File: config.mk
export PLATFORM = sky130hd
export DESIGN_NAME = spi_egress_arbiter
export DESIGN_NICKNAME = d
export VERILOG_FILES = /design/src/rtl/spi_egress_pkg.sv /design/src/rtl/rr_select.sv /design/src/rtl/spi_egress_arbiter.sv
export SDC_FILE = /design/constraint.sdc
export NUM_CORES = 1
export LEC_CHECK = 0
export CAP_MARGIN = 30
export CORE_UTILIZATION = 50
export DETAILED_ROUTE_END_ITERATION = 16
export PLACE_DENSITY = 0.76
export REMOVE_ABC_BUFFERS = 1
export SYNTH_ARGS = -nofsm -noshare
export SYNTH_HDL_FRONTEND = slang
export SYNTH_SLANG_ARGS = --single-unit
export TNS_END_PERCENT = 10
File: constraint.sdc
create_clock -name clk -period 5.8 [get_ports clk]
set_input_delay 0.58 -clock clk [delete_from_list [all_inputs] [get_ports clk]]
set_output_delay 0.58 -clock clk [all_outputs]
set_load 0.01 [all_outputs]
File: src/rtl/spi_egress_pkg.sv
// Shared types and constants for the SPI egress arbiter.
// Holds the FSM state enum, default marks and header helper.
package spi_egress_pkg;

  typedef enum logic [1:0] {
    ST_IDLE   = 2'd0,
    ST_HEADER = 2'd1,
    ST_DATA   = 2'd2
  } state_t;

  localparam logic [3:0] DEF_HDR_MARK  = 4'hA;
  localparam logic [7:0] DEF_IDLE_BYTE = 8'hBC;
  localparam int         CNT_W         = 16;

  // Header byte: mark nibble, two zero bits, source index.
  function automatic logic [7:0] hdr_byte(
    input logic [3:0] mark,
    input logic [1:0] src
  );
    return {mark, 2'b00, src};
  endfunction

endpackage

File: src/rtl/rr_select.sv
// Round-robin selector: first requester after the last grant.
// Purely combinational, wraps N_SRC-1 back to 0.
module rr_select #(
  parameter int N_SRC = 2
) (
  input  logic [N_SRC-1:0] i_req,
  input  logic [1:0]       i_last,
  output logic [1:0]       o_next,
  output logic             o_any
);

  logic [3:0] w_req4;
  logic [1:0] w_idx;

  // Pad the request vector so a 2-bit index is always in range
  always_comb begin
    w_req4 = '0;
    w_req4[N_SRC-1:0] = i_req;
  end

  // Scan from the farthest candidate down so the nearest one wins
  always_comb begin
    o_next = i_last;
    o_any  = |i_req;
    w_idx  = '0;
    for (int k = N_SRC; k >= 1; k--) begin
      w_idx = 2'((int'(i_last) + k) % N_SRC);
      if (w_req4[w_idx]) begin
        o_next = w_idx;
      end
    end
  end

endmodule

File: src/rtl/spi_egress_arbiter.sv
// Merges N_SRC AXIS byte sources into one headered byte stream.
// Whole packets per grant, round-robin, single output register.
module spi_egress_arbiter
  import spi_egress_pkg::*;
#(
  parameter int         N_SRC     = 2,
  parameter logic [3:0] HDR_MARK  = DEF_HDR_MARK,
  parameter logic [7:0] IDLE_BYTE = DEF_IDLE_BYTE,
  parameter int         MAX_LEN   = 256
) (
  input  logic               clk,
  input  logic               rst,
  input  logic [8*N_SRC-1:0] s_axis_tdata,
  input  logic [N_SRC-1:0]   s_axis_tvalid,
  input  logic [N_SRC-1:0]   s_axis_tlast,
  output logic [N_SRC-1:0]   s_axis_tready,
  output logic [7:0]         m_axis_tdata,
  output logic               m_axis_tvalid,
  input  logic               m_axis_tready,
  output logic [7:0]         m_axis_tuser,
  output logic [1:0]         grant,
  output logic               busy
);

  localparam logic [1:0]  RST_GRANT = 2'(N_SRC - 1);
  localparam logic [16:0] LEN_LIM   = 17'(MAX_LEN);

  state_t           r_state;
  state_t           w_state_nxt;
  logic [1:0]       r_grant;
  logic [1:0]       w_grant_nxt;
  logic [CNT_W-1:0] r_cnt;
  logic [CNT_W-1:0] w_cnt_nxt;
  logic [7:0]       r_tdata;
  logic [7:0]       w_tdata_nxt;
  logic             r_tvalid;
  logic             w_tvalid_nxt;
  logic             r_hdr_ld;
  logic             w_hdr_ld_nxt;

  logic [1:0]  w_rr_next;
  logic        w_rr_any;
  logic [3:0]  w_valid4;
  logic [3:0]  w_last4;
  logic [31:0] w_data4;
  logic [3:0]  w_rdy4;
  logic        w_out_free;
  logic        w_src_valid;
  logic        w_src_last;
  logic [7:0]  w_src_data;
  logic        w_src_fire;
  logic        w_cnt_done;

  rr_select #(
    .N_SRC (N_SRC)
  ) u_rr (
    .i_req  (s_axis_tvalid),
    .i_last (r_grant),
    .o_next (w_rr_next),
    .o_any  (w_rr_any)
  );

  // Widen source buses to four lanes and pick the granted lane
  always_comb begin
    w_valid4 = 4'(s_axis_tvalid);
    w_last4  = 4'(s_axis_tlast);
    w_data4  = 32'(s_axis_tdata);
    w_src_valid = w_valid4[r_grant];
    w_src_last  = w_last4[r_grant];
    w_src_data  = w_data4[{r_grant, 3'b000} +: 8];
  end

  // Only the granted source sees ready, and only while in DATA
  always_comb begin
    w_out_free = !r_tvalid || m_axis_tready;
    w_rdy4 = '0;
    if (r_state == ST_DATA) begin
      w_rdy4[r_grant] = w_out_free;
    end
    s_axis_tready = w_rdy4[N_SRC-1:0];
    w_src_fire = (r_state == ST_DATA)
               && w_src_valid && w_out_free;
    w_cnt_done = ({1'b0, r_cnt} + 17'd1) == LEN_LIM;
  end

  // Next-state, grant, counter and output-register logic
  always_comb begin
    w_state_nxt  = r_state;
    w_grant_nxt  = r_grant;
    w_cnt_nxt    = r_cnt;
    w_tdata_nxt  = r_tdata;
    w_tvalid_nxt = r_tvalid;
    w_hdr_ld_nxt = r_hdr_ld;
    if (r_tvalid && m_axis_tready) begin
      w_tvalid_nxt = 1'b0;
    end
    unique case (r_state)
      ST_IDLE: begin
        if (w_rr_any) begin
          w_grant_nxt  = w_rr_next;
          w_hdr_ld_nxt = 1'b0;
          w_state_nxt  = ST_HEADER;
        end
      end
      ST_HEADER: begin
        if (!r_hdr_ld) begin
          if (w_out_free) begin
            w_tdata_nxt  = hdr_byte(HDR_MARK, r_grant);
            w_tvalid_nxt = 1'b1;
            w_hdr_ld_nxt = 1'b1;
          end
        end else if (r_tvalid && m_axis_tready) begin
          w_hdr_ld_nxt = 1'b0;
          w_state_nxt  = ST_DATA;
        end
      end
      ST_DATA: begin
        if (w_src_fire) begin
          w_tdata_nxt  = w_src_data;
          w_tvalid_nxt = 1'b1;
          if (w_src_last || w_cnt_done) begin
            w_cnt_nxt   = '0;
            w_state_nxt = ST_IDLE;
          end else begin
            w_cnt_nxt = r_cnt + 1'b1;
          end
        end
      end
      default: begin
        w_state_nxt = ST_IDLE;
      end
    endcase
  end

  // State and output register; reset drops any pending byte
  always_ff @(posedge clk) begin
    if (rst) begin
      r_state  <= ST_IDLE;
      r_grant  <= RST_GRANT;
      r_cnt    <= '0;
      r_tdata  <= '0;
      r_tvalid <= 1'b0;
      r_hdr_ld <= 1'b0;
    end else begin
      r_state  <= w_state_nxt;
      r_grant  <= w_grant_nxt;
      r_cnt    <= w_cnt_nxt;
      r_tdata  <= w_tdata_nxt;
      r_tvalid <= w_tvalid_nxt;
      r_hdr_ld <= w_hdr_ld_nxt;
    end
  end

  assign m_axis_tdata  = r_tdata;
  assign m_axis_tvalid = r_tvalid;
  assign m_axis_tuser  = IDLE_BYTE;
  assign grant         = r_grant;
  assign busy          = (r_state != ST_IDLE);

endmodule

### Word-level counts from Yosys, hierarchy flattened

Cells that the tools add are included.

* output and inout port bits: 22
* latch bits: 0
* flip-flop bits (word level): 30
* bits in writable memories: 0
* memories kept: 0
* bits of input ports: 23
* word-level logic and storage cells: 80
* ROM bits: 0

* $mul: 0
* reduce and logical (&&, ||, !) cells: 18
* $lt $le $gt $ge: 4
* div/mod/pow operators: 0
* mux-type cells: 34
* eq/ne operators: 10
* add/sub/neg operators: 4
* bitwise gates (word level): 3
* shifts and indexed selects: 1

Operator list (number)
* $shiftx A32 B6 Y8: 1
* $mux W8: 3
* $add A16 B1 Y17 const B: 1
* $eq A17 B9 Y1 const B: 1
* $add A16 B1 Y16 const B: 1
* $mux W16: 1
* $mux W2: 8
* $pmux W8 S2: 1
* $mux W1: 13
* $ne A2 B2 Y1 const B: 5
* $lt A2 B3 Y1 const B: 3
* $bmux W1 S2: 4
* $reduce_bool A2 Y1: 4
* $pmux W2 S3: 1
* $reduce_and A5 Y1: 1
* $logic_and A1 B1 Y1: 4
* $ne A2 B1 Y1 const B: 2
* $pmux W1 S2: 2
* $reduce_and A2 Y1: 2
* $reduce_and A4 Y1: 1
* $reduce_and A3 Y1: 1
* $add A1 B1 Y1 const B: 2
* $and A1 B1 Y1 const A: 2
* $and A2 B2 Y2: 1
* 8 further kinds: 9

### Logic depth before layout (Yosys ltp)

* word-level depth: 6
* mapped depth: 9
* gate-level depth less buffers: 8

### By module

A second synthesis with hierarchy kept.

* cells, all modules: 239
* area total of the unflattened synthesis: 1931.9 µm²

Modules (own cells, without submodules)
* spi_egress_arbiter: cells each 234, times used 1, area an instance 1904.3 µm², seq. area each 600.6 µm²
* rr_select: cells each 5, times used 1, area an instance 27.5 µm², seq. area each 0.0 µm²

### Worst setup path after synthesis

No wires, ideal clock.

* path type: reg-to-reg
* start: register r_cnt[7]
* end: register r_cnt[9]
* buffers on the path: 1
* data arrival time: 2140 ps
* stages on the path, launching flop included: 9
* path slack: 3527 ps
* library setup time: 134 ps
* clock period less this slack: 2273 ps
* required time: 5666 ps
* cells stage by stage: dfxtp_1 -> clkbuf_1 -> nand2_1 -> o31a_1 -> or4_4 -> nor4b_4 -> a2111oi_4 -> a41oi_1 -> a31oi_1

* cells in the longest elaborated chain, start to end: 4
* elaborated cells on any way between the ends: 5
* classes of those cells: add/sub: 2; eq/ne: 1; mux: 1; reduce/logical: 1

Ends and longest elaborated chain
* from (decl): RTL line spi_egress_arbiter.sv:32 `logic [CNT_W-1:0] r_cnt;`
* from (signal assigned): RTL line spi_egress_arbiter.sv:147 `r_cnt <= w_cnt_nxt;`
* $add A16 B1 Y17: RTL line spi_egress_arbiter.sv:83 `w_cnt_done = ({1'b0, r_cnt} + 17'd1) == LEN_LIM;`
* $eq A17 B9 Y1: RTL line spi_egress_arbiter.sv:83
* $logic_or A1 B1 Y1: RTL line spi_egress_arbiter.sv:121 `if (w_src_last || w_cnt_done) begin`
* $mux W16 (*): RTL line spi_egress_arbiter.sv:121

Every way passes the cells marked *; elsewhere a longest branch is shown, timed or not.
A chain may end at the register's enable or synchronous reset.

### Worst setup path in the final report

* start: register r_state[0]
* end: output s_axis_tready[0]

* cells in the longest elaborated chain, start to end: 2

Ends and longest elaborated chain
* from (decl): RTL line spi_egress_arbiter.sv:28 `state_t r_state;`
* from (signal assigned): RTL line spi_egress_arbiter.sv:145 `r_state <= w_state_nxt;`
* $eq A2 B2 Y1: RTL line spi_egress_arbiter.sv:77 `if (r_state == ST_DATA) begin`
* $mux W2: RTL line spi_egress_arbiter.sv:77
* to (decl): RTL line spi_egress_arbiter.sv:16 `output logic [N_SRC-1:0] s_axis_tready,`

No other way between the ends.

==> flow_summary.ini <==
[detailed_routing]
wl_per_cell_microns = 13.92
final_antenna_net_count = 0
drt_iter0_drc = 136
drc = 0
drt_wl_total_microns = 4232
firstDrtPassIters = 5
viasPerCell = 5.513
num_vias = 1676

[power]
ir_drop_mv = 0.1652
p_int_mw = 0.4457
power.total_mw = 0.6774
seq_power_share = 0.366
power.density_nw_per_um2 = 292.8
p_switching_mw = 0.2317
power.share.clock = 0.272
leakage_nw = 0.8492
swShare = 0.3420
power_frac_comb = 0.362

[synthesis]
synth_top_area_frac = 0.3102
synth_commonest_cells = dfxtp_1, nor2_1, nand2_1, a21oi_1
ys_ff_latch = 29
yosys_warnings = 0
yosysMostFrequentCell = dfxtp_1
async_flop_share = 0
yosysSeqAreaShare = 0.3102
synth_flop_cell = dfxtp_1
synth.cell_area_sq_um = 1872
synth.area.top_cells = dfxtp_1, a21oi_1, nor2_1
synth-edff-count = 0
avgSynthCellArea_sq_um = 8.319
yosysTopAreaCell = dfxtp_1
syn_inst = 225
synth_cell_types = 45

[floorplanning]
dieArea_sq_um = 3992
die_w_microns = 63.19
core_sq_um = 3468
dieHeight_microns = 63.19
initial_core_util = 0.5397
num_rows = 21
ioPinCount = 45

[cts]
cts-hold-fix-buffers = 0
cts_tree = built
cts_resized = 0
post_cts_buffers = 0
htreeDepth = 2
root_buffer = clkbuf_8
numCtsBuffers = 5
worstSkewPairLatency_ns = 0.29
clkTransAtPathRegs_ns = 0.06
cts.sinks = 29
clk_path_buf_depth = 2

[grt]
grt_pass1_vias = 1673
grt_pass1_wl_microns = 7631
grt.overflow.total = 0
met3_usage = 0.07609
grtUsageMet2 = 0.3871
antenna_found_initial = 0
grt-busiest-layer = met2
grtUsageMet1 = 0.3082
grt_max_degree = 24
grt.total_usage = 0.2456

[timing]
hold_violations = 0
rsz0062_at_grt = no
hold-worst-slack_ns = 0.4588
setup_tns_ns = 0
worstMarginPinSlew_ns = 0.8428
maxSlewViolCount = 0
fmax_mhz = 343.3
setup_viol = 0
fin_skew_ns = 0.005544
min_period_ns = 2.913
slew-limit-headroom = 0.4364
finalCritPeriodShare = 0.5022

[layout]
fillCellCount = 315
nNetsFinal = 285
multi_input_area_sq_um = 1197
drive_gt1_frac = 0.1085
register_area_sq_um = 580.6
syn2layout_area_growth_pct = 23.60
insertedDiodeCount = 0

[critical_path]
crit_path_end_kind = output pin
path_max_fanout = 14
crit_type = register to output pin
start_kind = register
worstPathArrival_ns = 2.33
crit_required_ns = 5.22

[place]
numPortBuffers = 35
gp_congestion = 0.7926
hpwl_microns = 3088

[worst_hold_path]
hold_path.class = register to register

[status]
outcome = finished clean

[job]
drv_cap = 0
==> critical path: stages (launching register included) <==
cell and delay, ns:
dfxtp_1 0.32, inv_1 0.10, ha_1 0.47, inv_1 0.17, nor3_1 0.36, clkdlybuf4s50_1 0.62
==> placed cells by master, fill, tap and decap left out, drive strengths merged, types with 5 or more instances in the layout <==
cell type / synthesis / final
clkbuf: 9 / 7
nand2b: 6 / 6
nor3: 6 / 6
dfxtp: 29 / 29
nand3: 10 / 10
a21oi: 18 / 18
inv: 5 / 5
xor2: 5 / 5
nor2: 23 / 23
nand2: 22 / 22
ha: 5 / 5
nand4: 7 / 7
o21ai: 8 / 8
conb: 2 / 9
mux2i: 7 / 7
xnor2: 7 / 7
clkdlybuf4s50: 0 / 35
mux2: 7 / 7
==> per-layer routing <==
metal,routed length [microns],share of wire
met5,0,0
met2,1983,0.47
met3,240,0.057
met1,1949,0.46
met4,58,0.014
==> per-stage QoR <==
stage          setup slack [ns]  utilization  area [sq um]  cells
6_report                  2.887       0.6670          2313    304
4_1_cts                   2.896       0.6670          2313    304
3_5_place_dp              3.009       0.6378          2212    296
3_3_place_gp              3.086       0.6378          2212    296
5_1_grt                   2.654       0.6670          2313    304
2_1_floorplan             3.140            -          1797    214
==> layout make-up <==
cell class                 instances  share of cell area
clock inverter                     1            0.002163
multi-input combinational        180              0.5176
inverter                           5            0.008112
clock buffer                       7             0.04164
timing repair buffer              36              0.1547
sequential                        29              0.2509
tap                               46             0.02488
==> power by group through the flow <==
stage	logic, mW	registers [mW]	clock network (mW)
after global placement	0.245	0.252	0
after floorplan	0.146	0.254	0
after global routing	0.272	0.253	0.198
after detailed placement	0.245	0.252	0
final	0.245	0.248	0.184
after CTS	0.246	0.248	0.188
==> cell families after synthesis <==
group	Yosys count	share of synthesized area
and+or+nand+nor	94	0.2787
AOI/OAI and AO/OA	46	0.1738
DFF	29	0.3102
buffers and inverters	23	0.06417
muxes	14	0.07955
xor gates and xnor gates	12	0.05615
adders and majority gates	5	0.03342
other	2	0.004012
==> sequential cells by signal, indices dropped and copies added (netlist names) <==
register,count
r_state,2
m_axis_tvalid,1
grant,1
r_hdr_ld,1
m_axis_tdata,8
r_cnt,16
==> path summary, 6_finish.rpt <==
kind	endpoint	start	cells after the start	slack, ns
min	m_axis_tdata[1]	m_axis_tdata[1]	2	0.46
min reg2reg	m_axis_tdata[1]	m_axis_tdata[1]	2	0.46
max reg2reg	m_axis_tdata[5]	r_state[0]	9	2.99
max	s_axis_tready[0]	r_state[0]	5	2.89
No activity file was read; power rests on OpenSTA's default activity.
